===== config.mk =====
export PLATFORM = sky130hd
export DESIGN_NAME = pc_predict_reg
export DESIGN_NICKNAME = d
export VERILOG_FILES = /design/src/rtl/pc_predict_reg.sv
export SDC_FILE = /design/constraint.sdc
export NUM_CORES = 1
export LEC_CHECK = 0
export ABC_AREA = 1
export BUFFER_PORTS_ARGS = -buffer_cell sky130_fd_sc_hd__buf_2
export CAP_MARGIN = 25
export CORE_AREA = 5 5 82 84
export DETAILED_ROUTE_END_ITERATION = 12
export DIE_AREA = 0 0 87 89
export GPL_TIMING_DRIVEN = 0
export PLACE_DENSITY_LB_ADDON = 0.05
export REMOVE_ABC_BUFFERS = 1
export SLEW_MARGIN = 20
export SYNTH_ARGS = -nofsm -noshare
export SYNTH_HDL_FRONTEND = slang
export SYNTH_SLANG_ARGS = --single-unit

===== constraint.sdc =====
create_clock -name clk -period 1.85 [get_ports clk]
set_clock_uncertainty 0.05 [all_clocks]
set_input_delay 0.185 -clock clk [delete_from_list [all_inputs] [get_ports clk]]
set_output_delay 0.185 -clock clk [all_outputs]
set_load 0.03 [all_outputs]

===== src/rtl/pc_predict_reg.sv =====
// Fetch PC register with a direct-mapped BTB and 2-bit saturating counters.
// Optional predictor: define BTB_PREDICT_EN to build it; otherwise PC+4 only.
module pc_predict_reg #(
  parameter int                    ADDR_WIDTH  = 32,
  parameter int                    BTB_ENTRIES = 64,
  parameter logic [ADDR_WIDTH-1:0] RESET_PC    = '0
) (
  input  logic                  clk,
  input  logic                  rst,
  input  logic                  rdy,
  input  logic                  stall_i,
  input  logic                  redirect_en_i,
  input  logic [ADDR_WIDTH-1:0] redirect_pc_i,
  input  logic                  update_en_i,
  input  logic [ADDR_WIDTH-1:0] update_pc_i,
  input  logic                  update_taken_i,
  input  logic [ADDR_WIDTH-1:0] update_target_i,
  output logic [ADDR_WIDTH-1:0] pc_o,
  output logic                  pred_taken_o,
  output logic [ADDR_WIDTH-1:0] pred_target_o
);

  localparam int IDX   = $clog2(BTB_ENTRIES);
  localparam int TAG_W = ADDR_WIDTH - IDX - 2;

  logic [ADDR_WIDTH-1:0] pc_q;
  logic [ADDR_WIDTH-1:0] pc_plus4;

  assign pc_o     = pc_q;
  assign pc_plus4 = pc_q + ADDR_WIDTH'(4);

`ifdef BTB_PREDICT_EN
  logic [BTB_ENTRIES-1:0] valid_q;
  logic [TAG_W-1:0]       tag_q    [BTB_ENTRIES];
  logic [ADDR_WIDTH-1:0]  target_q [BTB_ENTRIES];
  logic [1:0]             cnt_q    [BTB_ENTRIES];

  logic [IDX-1:0]   rd_idx, wr_idx;
  logic [TAG_W-1:0] rd_tag, wr_tag;
  logic             rd_hit, wr_hit, wr_en;
  logic             unused_update_bits;

  assign rd_idx = pc_q[IDX+1:2];
  assign rd_tag = pc_q[ADDR_WIDTH-1:IDX+2];
  assign wr_idx = update_pc_i[IDX+1:2];
  assign wr_tag = update_pc_i[ADDR_WIDTH-1:IDX+2];
  assign unused_update_bits = ^update_pc_i[1:0];

  assign rd_hit        = valid_q[rd_idx] && (tag_q[rd_idx] == rd_tag);
  assign wr_hit        = valid_q[wr_idx] && (tag_q[wr_idx] == wr_tag);
  assign wr_en         = update_en_i && rdy && !rst;
  assign pred_taken_o  = rd_hit && cnt_q[rd_idx][1];
  assign pred_target_o = pred_taken_o ? target_q[rd_idx] : pc_plus4;

  always_ff @(posedge clk) begin
    if (rst) begin
      valid_q <= '0;
    end else if (wr_en && !wr_hit && update_taken_i) begin
      valid_q[wr_idx] <= 1'b1;
    end
  end

  // NOTE: tag/target/counter arrays are deliberately not reset; valid_q alone
  // gates every hit, so this storage can map onto plain RAM without reset logic.
  always_ff @(posedge clk) begin
    if (wr_en) begin
      if (wr_hit) begin
        if (update_taken_i) begin
          target_q[wr_idx] <= update_target_i;
          if (cnt_q[wr_idx] != 2'b11) cnt_q[wr_idx] <= cnt_q[wr_idx] + 2'd1;
        end else if (cnt_q[wr_idx] != 2'b00) begin
          cnt_q[wr_idx] <= cnt_q[wr_idx] - 2'd1;
        end
      end else if (update_taken_i) begin
        tag_q[wr_idx]    <= wr_tag;
        target_q[wr_idx] <= update_target_i;
        cnt_q[wr_idx]    <= 2'b10;
      end
    end
  end
`else
  logic unused_update;

  assign unused_update = ^{update_en_i, update_pc_i, update_taken_i, update_target_i};
  assign pred_taken_o  = 1'b0;
  assign pred_target_o = pc_plus4;
`endif

  // NOTE: sequential state uses non-blocking assignments so every register
  // samples pre-edge values, matching the lookup-before-update behaviour.
  always_ff @(posedge clk) begin
    if (rst) begin
      pc_q <= RESET_PC;
    end else if (rdy) begin
      if (redirect_en_i) pc_q <= redirect_pc_i;
      else if (!stall_i) pc_q <= pred_target_o;
    end
  end

endmodule


### After elaboration in Yosys (flattened, before gate mapping)

Index checks and enable logic that the tools add are counted.

| word-level totals | value |
|---|---|
| flip-flop bits (word level) | 32 |
| bits of input ports | 103 |
| logic and storage cells | 6 |

| cells by class | value |
|---|---|
| add/subtract/negate cells | 1 |
| eq/ne operators | 1 |
| mux-type cells | 2 |
| reductions and logical operators | 1 |

Operators with widths:

| operator | count |
|---|---|
| $mux W32 | 2 |
| $add A32 B3 Y32 const B | 1 |
| $ne A2 B1 Y1 const B | 1 |
| $reduce_and A2 Y1 | 1 |

### Depth between registers and ports, before layout

Gate-level depths: netlist (run 1).

| logic depth | value |
|---|---|
| word-level depth | 3 |
| gate-level depth with buffers | 10 |

### Worst setup path before layout (run 1)

Ideal clock, no wire load.

| timing path | value |
|---|---|
| path kind | register to register |
| start | register pc_q[3] (netlist: pc_o[3]) |
| end | register pc_q[12] (netlist: pc_o[12]) |
| library setup time | 0.070 ns |
| arrival | 1.987 ns |
| data required time | 1.730 ns |
| setup slack | -0.257 ns |
| cell stages (with the launch flop) | 9 |
| path buffers | 0 |
| clock period less this slack | 2.107 ns |
| path through | dfxtp_1 > ha_1 > nand2_1 > nor2_4 > nand2_4 > nor2_4 > xor2_1 > nand2_1 > a21oi_1 |

| between the ends | value |
|---|---|
| word-level cells in the longest chain between the ends | 3 |

RTL lines:

| element | RTL line | text |
|---|---|---|
| start: declaration | 26 | `logic [ADDR_WIDTH-1:0] pc_q;` |
| start signal: assignment | 95 | `if (redirect_en_i) pc_q <= redirect_pc_i;` |
| start signal: assignment | 96 | `else if (!stall_i) pc_q <= pred_target_o;` |
| $add A32 B3 Y32 | 30 | `assign pc_plus4 = pc_q + ADDR_WIDTH'(4);` |
| net pred_target_o[12] | 20 | `output logic [ADDR_WIDTH-1:0] pred_target_o` |
| $mux W32 | 96 |  |
| $mux W32 | 95 |  |

The timed path passes the listed nets, and every way through them passes these cells. The select of a mux whose other input is x is not followed.
A chain may end at the register's enable or synchronous reset.

### Final worst setup path (run 1)

| timing path | value |
|---|---|
| start | register pc_q[3] (netlist: pc_o[3]) |
| end | output port pred_target_o[13] |

| between the ends | value |
|---|---|
| word-level cells in the longest chain between the ends | 1 |

RTL lines:

| element | RTL line |
|---|---|
| $add A32 B3 Y32 | 30 |
| end: declaration | 20 |

No other way between the ends.

==> metrics.txt, run 1 <==
status=finished with violations; violated checks=negative setup slack; final hold vios=0; H-tree levels=2; post-route DRC violation count=0; maxcap violations=0; final worst path period share=108.1%; final setup vio count=22; most frequent cells in the layout=nand2_1 (109), buf_2 (77), inv_1 (43), a21oi_1 (27); CP top delay family=simple AND/OR/NAND/NOR gates; Setup WS pre-CTS=-241.8 ps; crit-path cells=buf_6, nand2_2, nor2_4, nand2_4, nor2_4, xor2_2, buf_6; routed wire length=7.779 mm; Sw Pwr=673.3 uW; CP startpoint kind=register; min Tclk post-route=1999 ps; clk_lat worst skew=300 ps; IO Pins=168; routability cong.=0.8013; Synth warnings=0; clock tree from TritonCTS=built; CTS clock-pin slew for the worst setup and hold paths=80 ps; Hold Path Class=in2reg; Pre-antenna DRT Iters=4; CP Max Fanout=4; Post-Place Cell Area=2895 um2; GRT overflow=0; #FFs+latches synth=32; number of global-route vias before repair=2550; first-pass GRT wire length=11.96 mm; Crit path depth=7; core footprint=5851 um2; root buf cell=clkbuf_8; Arr. time, crit path=1760 ps; Comb pwr share=25.2%; cts hold-fix bufs=0; RSZ-0062 raised after global routing=yes; Net Sw Frac=34.08%; Avg WL per Cell=13.94 um; diode count=0; crit end category=primary output; Critical Path Slowest Stage Cell=dfxtp_4; slew margin rel.=52.91%; gr usage total=19.53%; commonest non-fill, non-tap cell in the layout=nand2_1; number of vias per cell=4.826; Clock power frac=35.6%; Int Power=1303 uW; Post-Syn Instances=370; number of clock sinks=32; Sequential Power Share=39.2%; post-route cell area=3470 um2; Yosys cell types=29; Syn Area/Cell=6.456 um2; pwr dens=569.5 nW/um2; total CTS buffers=5; largest net degree at the start of global routing=33; maximum vdd ir drop=321.3 uV; Final Worst Setup Slack=-149.3 ps; # rows=28; number of flip-flops in the largest register=32; share of cells above drive strength 1=45.34%; slowest stage delay, CP=380 ps; final net count=586; initial antenna violation count=0; die height=89 um; Pleak=0.001620 uW; DIE WIDTH=87 um; Area growth, synth to finish=45.26%; sequential fraction of the synthesis area=26.82%; DRT iter0 DRCs=86; Hold Path Depth=3; Final Core Density=59.30%; via count=2693; setup TNS=-1296 ps; Worst-Margin Slew=704.7 ps; Slew Viols, Final=0; Buf/Inv on CP=2; Detailed Place HPWL=5.303 mm; CTS Buffer Depth=2; WP data required=1620 ps; PortBufs=100; fmax=500.2 MHz; Worst Path Class, Setup=reg2out; Synth Cell Area=2389 um2; die area=7743 um2; Final ANT Viol Nets=0; reg2reg path depth=11; Initial Util=40.83%
per-stage QoR:
step	hold WS [ps]	instances	power, uW
detailed placement	406.4	531	1215
global route	105.5	558	2063
CTS	95.65	546	1964
global placement	399.8	531	1207
finish	97.56	558	1976
floorplan	204.1	356	1051
worst paths after layout:
kind	start	endpoint	slack [ps]
setup reg to reg	pc_o[3]	pc_o[16]	130
hold reg to reg	pc_o[1]	pc_o[1]	430
hold / removal	redirect_pc_i[2]	pc_o[2]	100
setup / recovery	pc_o[3]	pred_target_o[13]	-150
cells in the mapped netlist:
master         count  area [um2]
inv_1             44       165.2
a31oi_1            5       31.28
nand2_4            2       22.52
nand3_1           17       85.08
and2_1             4       25.02
clkbuf_1           2       7.510
o21ai_0           14       70.07
conb_1             1       3.750
nor2_8             3       60.06
nor2_2             5       31.28
inv_2              2       7.510
dfxtp_1           32       640.6
dlygate4sd1_1      1       8.760
xnor2_1            3       26.28
nor2_4             8       90.09
o21ai_1            2       10.01
a22o_1             8       70.07
nor2_1            31       116.4
buf_6              3       33.78
xor2_2             7       113.9
nand2_1          126       473.0
a21oi_1           27       135.1
ha_1               1       12.51
nor4_1             1       6.260
xor2_1             5       43.79
nor3_1             1       5.000
nand2_2            7       43.79
buf_4              4       30.03
buf_2              4       20.02
kinds of logic after synthesis:
logic type                 Yosys count  synth area share, %
and+or+nand+nor                    205                40.13
buffers and inverters               60                11.42
other                                1               0.1570
adders and majority gates            1               0.5238
AOI/OAI and AO/OA                   56                13.25
xor gates and xnor gates            15                7.701
DFF                                 32                26.82
repair_timing:
item                                    4_1_cts  5_1_grt
cloned                                        0        1
pin swaps                                    13       23
gates resized for setup                      72       45
endpoints found under the setup margin       23       36
buffers inserted                              7       11
tightest hold or removal path: cells and delay by family:
kind | cells | cell delay (ps)
AO/OA/AOI/OAI | 2 | 160
buffers and inverters | 1 | 80
power by group through the flow:
stage               logic [uW]  registers (uW)  clock network [uW]
floorplan                  204             846                   0
global placement           422             785                   0
detailed placement         429             786                   0
CTS                        477             774                 713
global route               541             779                 742
finish                     499             774                 703
cell type report:
type / instances / area (um2)
Sequential cell: 32 / 689.4
Tap cell: 75 / 93.84
Multi-Input combinational cell: 279 / 1628
Inverter: 46 / 175.2
Timing Repair Buffer: 118 / 772.0
Fill cell: 597 / 2381
Clock buffer: 5 / 68.82
Clock inverter: 3 / 42.54
per-layer routing:
metal,vias to the layer above,routed length (um),track usage [%]
met2,85,3809,34.51
met3,10,522,5.438
met1,1223,3354,23.49
met5,-,0,0
met4,0,93,4.674
li1,1375,-,-
No activity file was read; power rests on OpenSTA's default activity.
==> inputs of run 2 (changes only) <==
--- a/config.mk
+++ b/config.mk
@@ -12,6 +12,7 @@
 export DETAILED_ROUTE_END_ITERATION = 12
 export DIE_AREA = 0 0 87 89
 export GPL_TIMING_DRIVEN = 0
+export MAX_ROUTING_LAYER = met4
 export PLACE_DENSITY_LB_ADDON = 0.05
 export REMOVE_ABC_BUFFERS = 1
 export SLEW_MARGIN = 20
==> run 2 against run 1 <==
  * The run still ends with negative setup slack left
  * Non-clock buffer count is the same
  * Register-to-register slack is essentially flat
  * Clock power shrank 0.7%
  * Sequential power is essentially flat
  * Hold slack gained 3.5 ps
  * Utilization is the same
  * Power shrank 0.27%
  * Die area is the same
  * Via count is essentially flat
  * Sequential share of layout area is the same
  * Clock-buffer cell count is the same
  * Design area is the same
  * Critical endpoint unchanged
==> metrics.txt, run 2 (synthesized netlist as in run 1, its figures left out) <==
Worst Path Class, Setup=reg2out; first-pass GRT wire length=11.96 mm; Slew Viols, Final=0; WP data required=1620 ps; Sequential Power Share=39.2%; violated checks=negative setup slack; DRT iter0 DRCs=96; routability cong.=0.8128; Arr. time, crit path=1750 ps; fmax=502.9 MHz; clock tree from TritonCTS=built; slew margin rel.=53.13%; Hold Crit Start=redirect_pc_i[2]; clk_lat worst skew=300 ps; commonest non-fill, non-tap cell in the layout=nand2_1; Reg2Reg Launch Point=pc_o[3]; setup TNS=-1183 ps; Final ANT Viol Nets=0; Area growth, synth to finish=45.26%; routed wire length=7.782 mm; via count=2694; Clock power frac=35.4%; Int Power=1302 uW; Hold Path Class=in2reg; post-route DRC violation count=0; RSZ-0062 raised after global routing=yes; gr usage total=20.13%; root buf cell=clkbuf_8; CTS clock-pin slew for the worst setup and hold paths=80 ps; number of flip-flops in the largest register=32; final setup vio count=20; number of global-route vias before repair=2550; crit end category=primary output; maxcap violations=0; final net count=586; Comb pwr share=25.3%; Setup WS pre-CTS=-241.8 ps; core footprint=5851 um2; Post-Place Cell Area=2895 um2; Final Worst Setup Slack=-138.4 ps; die height=89 um; Final Core Density=59.30%; cts hold-fix bufs=0; # rows=28; status=finished with violations; post-route cell area=3470 um2; share of cells above drive strength 1=45.34%; DIE WIDTH=87 um; CP Max Fanout=4; Worst-Margin Slew=701.4 ps; IO Pins=168; largest net degree at the start of global routing=33; initial antenna violation count=0; die area=7743 um2; CTS Buffer Depth=2; final hold vios=0; Sw Pwr=668.1 uW; final worst path period share=107.5%; total CTS buffers=5; pwr dens=568.0 nW/um2; PortBufs=100; H-tree levels=2; most frequent cells in the layout=nand2_1 (109), buf_2 (77), inv_1 (43), a21oi_1 (27); Detailed Place HPWL=5.303 mm; GRT overflow=0; Pleak=0.001620 uW; number of clock sinks=32; maximum vdd ir drop=317.2 uV; Pre-antenna DRT Iters=4; diode count=0; number of vias per cell=4.828; min Tclk post-route=1988 ps; Initial Util=40.83%; CP startpoint kind=register; crit path launch=pc_o[3]; Avg WL per Cell=13.95 um; Net Sw Frac=33.90%
-- run 2: cell counts in the layout (fill, tap and decap cells not counted) --
Identical to the previous run, type by type.
-- run 2: worst paths after layout --
kind | slack (ps) | endpoint | depth (start not counted)
min reg2reg | 430 | pc_o[1] | 2
max | -140 | pred_target_o[13] | 7
max reg2reg | 130 | pc_o[16] | 11
min | 100 | pc_o[2] | 3
-- run 2: final cells by class --
type	count	area, um2
Fill cell	597	2381
Multi-Input combinational cell	279	1628
Timing Repair Buffer	118	772.0
Sequential cell	32	689.4
Inverter	46	175.2
Tap cell	75	93.84
Clock buffer	5	68.82
Clock inverter	3	42.54
-- run 2: through the flow --
| stage | std cells | total power [uW] | hold WS [ps] |
|---|---|---|---|
| after floorplan | 356 | 1051 | 204.1 |
| after global placement | 531 | 1207 | 399.8 |
| after detailed placement | 531 | 1215 | 406.4 |
| after CTS | 546 | 1964 | 95.65 |
| after global routing | 558 | 2063 | 105.6 |
| final | 558 | 1971 | 101.0 |
-- run 2: worst max-delay path: stages (launching register included) --
cell and delay (ps):
dfxtp_4 380, buf_6 100, nand2_2 50, nor2_4 180, nand2_4 150, nor2_4 190, xor2_2 230, buf_6 170
-- run 2: routing by layer --
layer / wire [um] / GRT usage, %
met4: 102 / 4.674
met2: 3841 / 34.51
met5: 0 / -
met1: 3340 / 23.94
met3: 497 / 4.700
-- run 2: power by group through the flow --
stage / Sequential [uW] / Clock (uW) / Combinational (uW)
floorplan: 846 / 0 / 204
global placement: 785 / 0 / 422
detailed placement: 786 / 0 / 429
CTS: 774 / 713 / 477
global route: 779 / 743 / 541
finish: 773 / 698 / 499
-- run 2: repair_timing --
| action | 4_1_cts | 5_1_grt |
|---|---|---|
| pin swaps | 13 | 23 |
| gates cloned | 0 | 1 |
| gates resized for setup | 72 | 45 |
| buffers inserted | 7 | 11 |
| setup endpoints to repair | 23 | 36 |
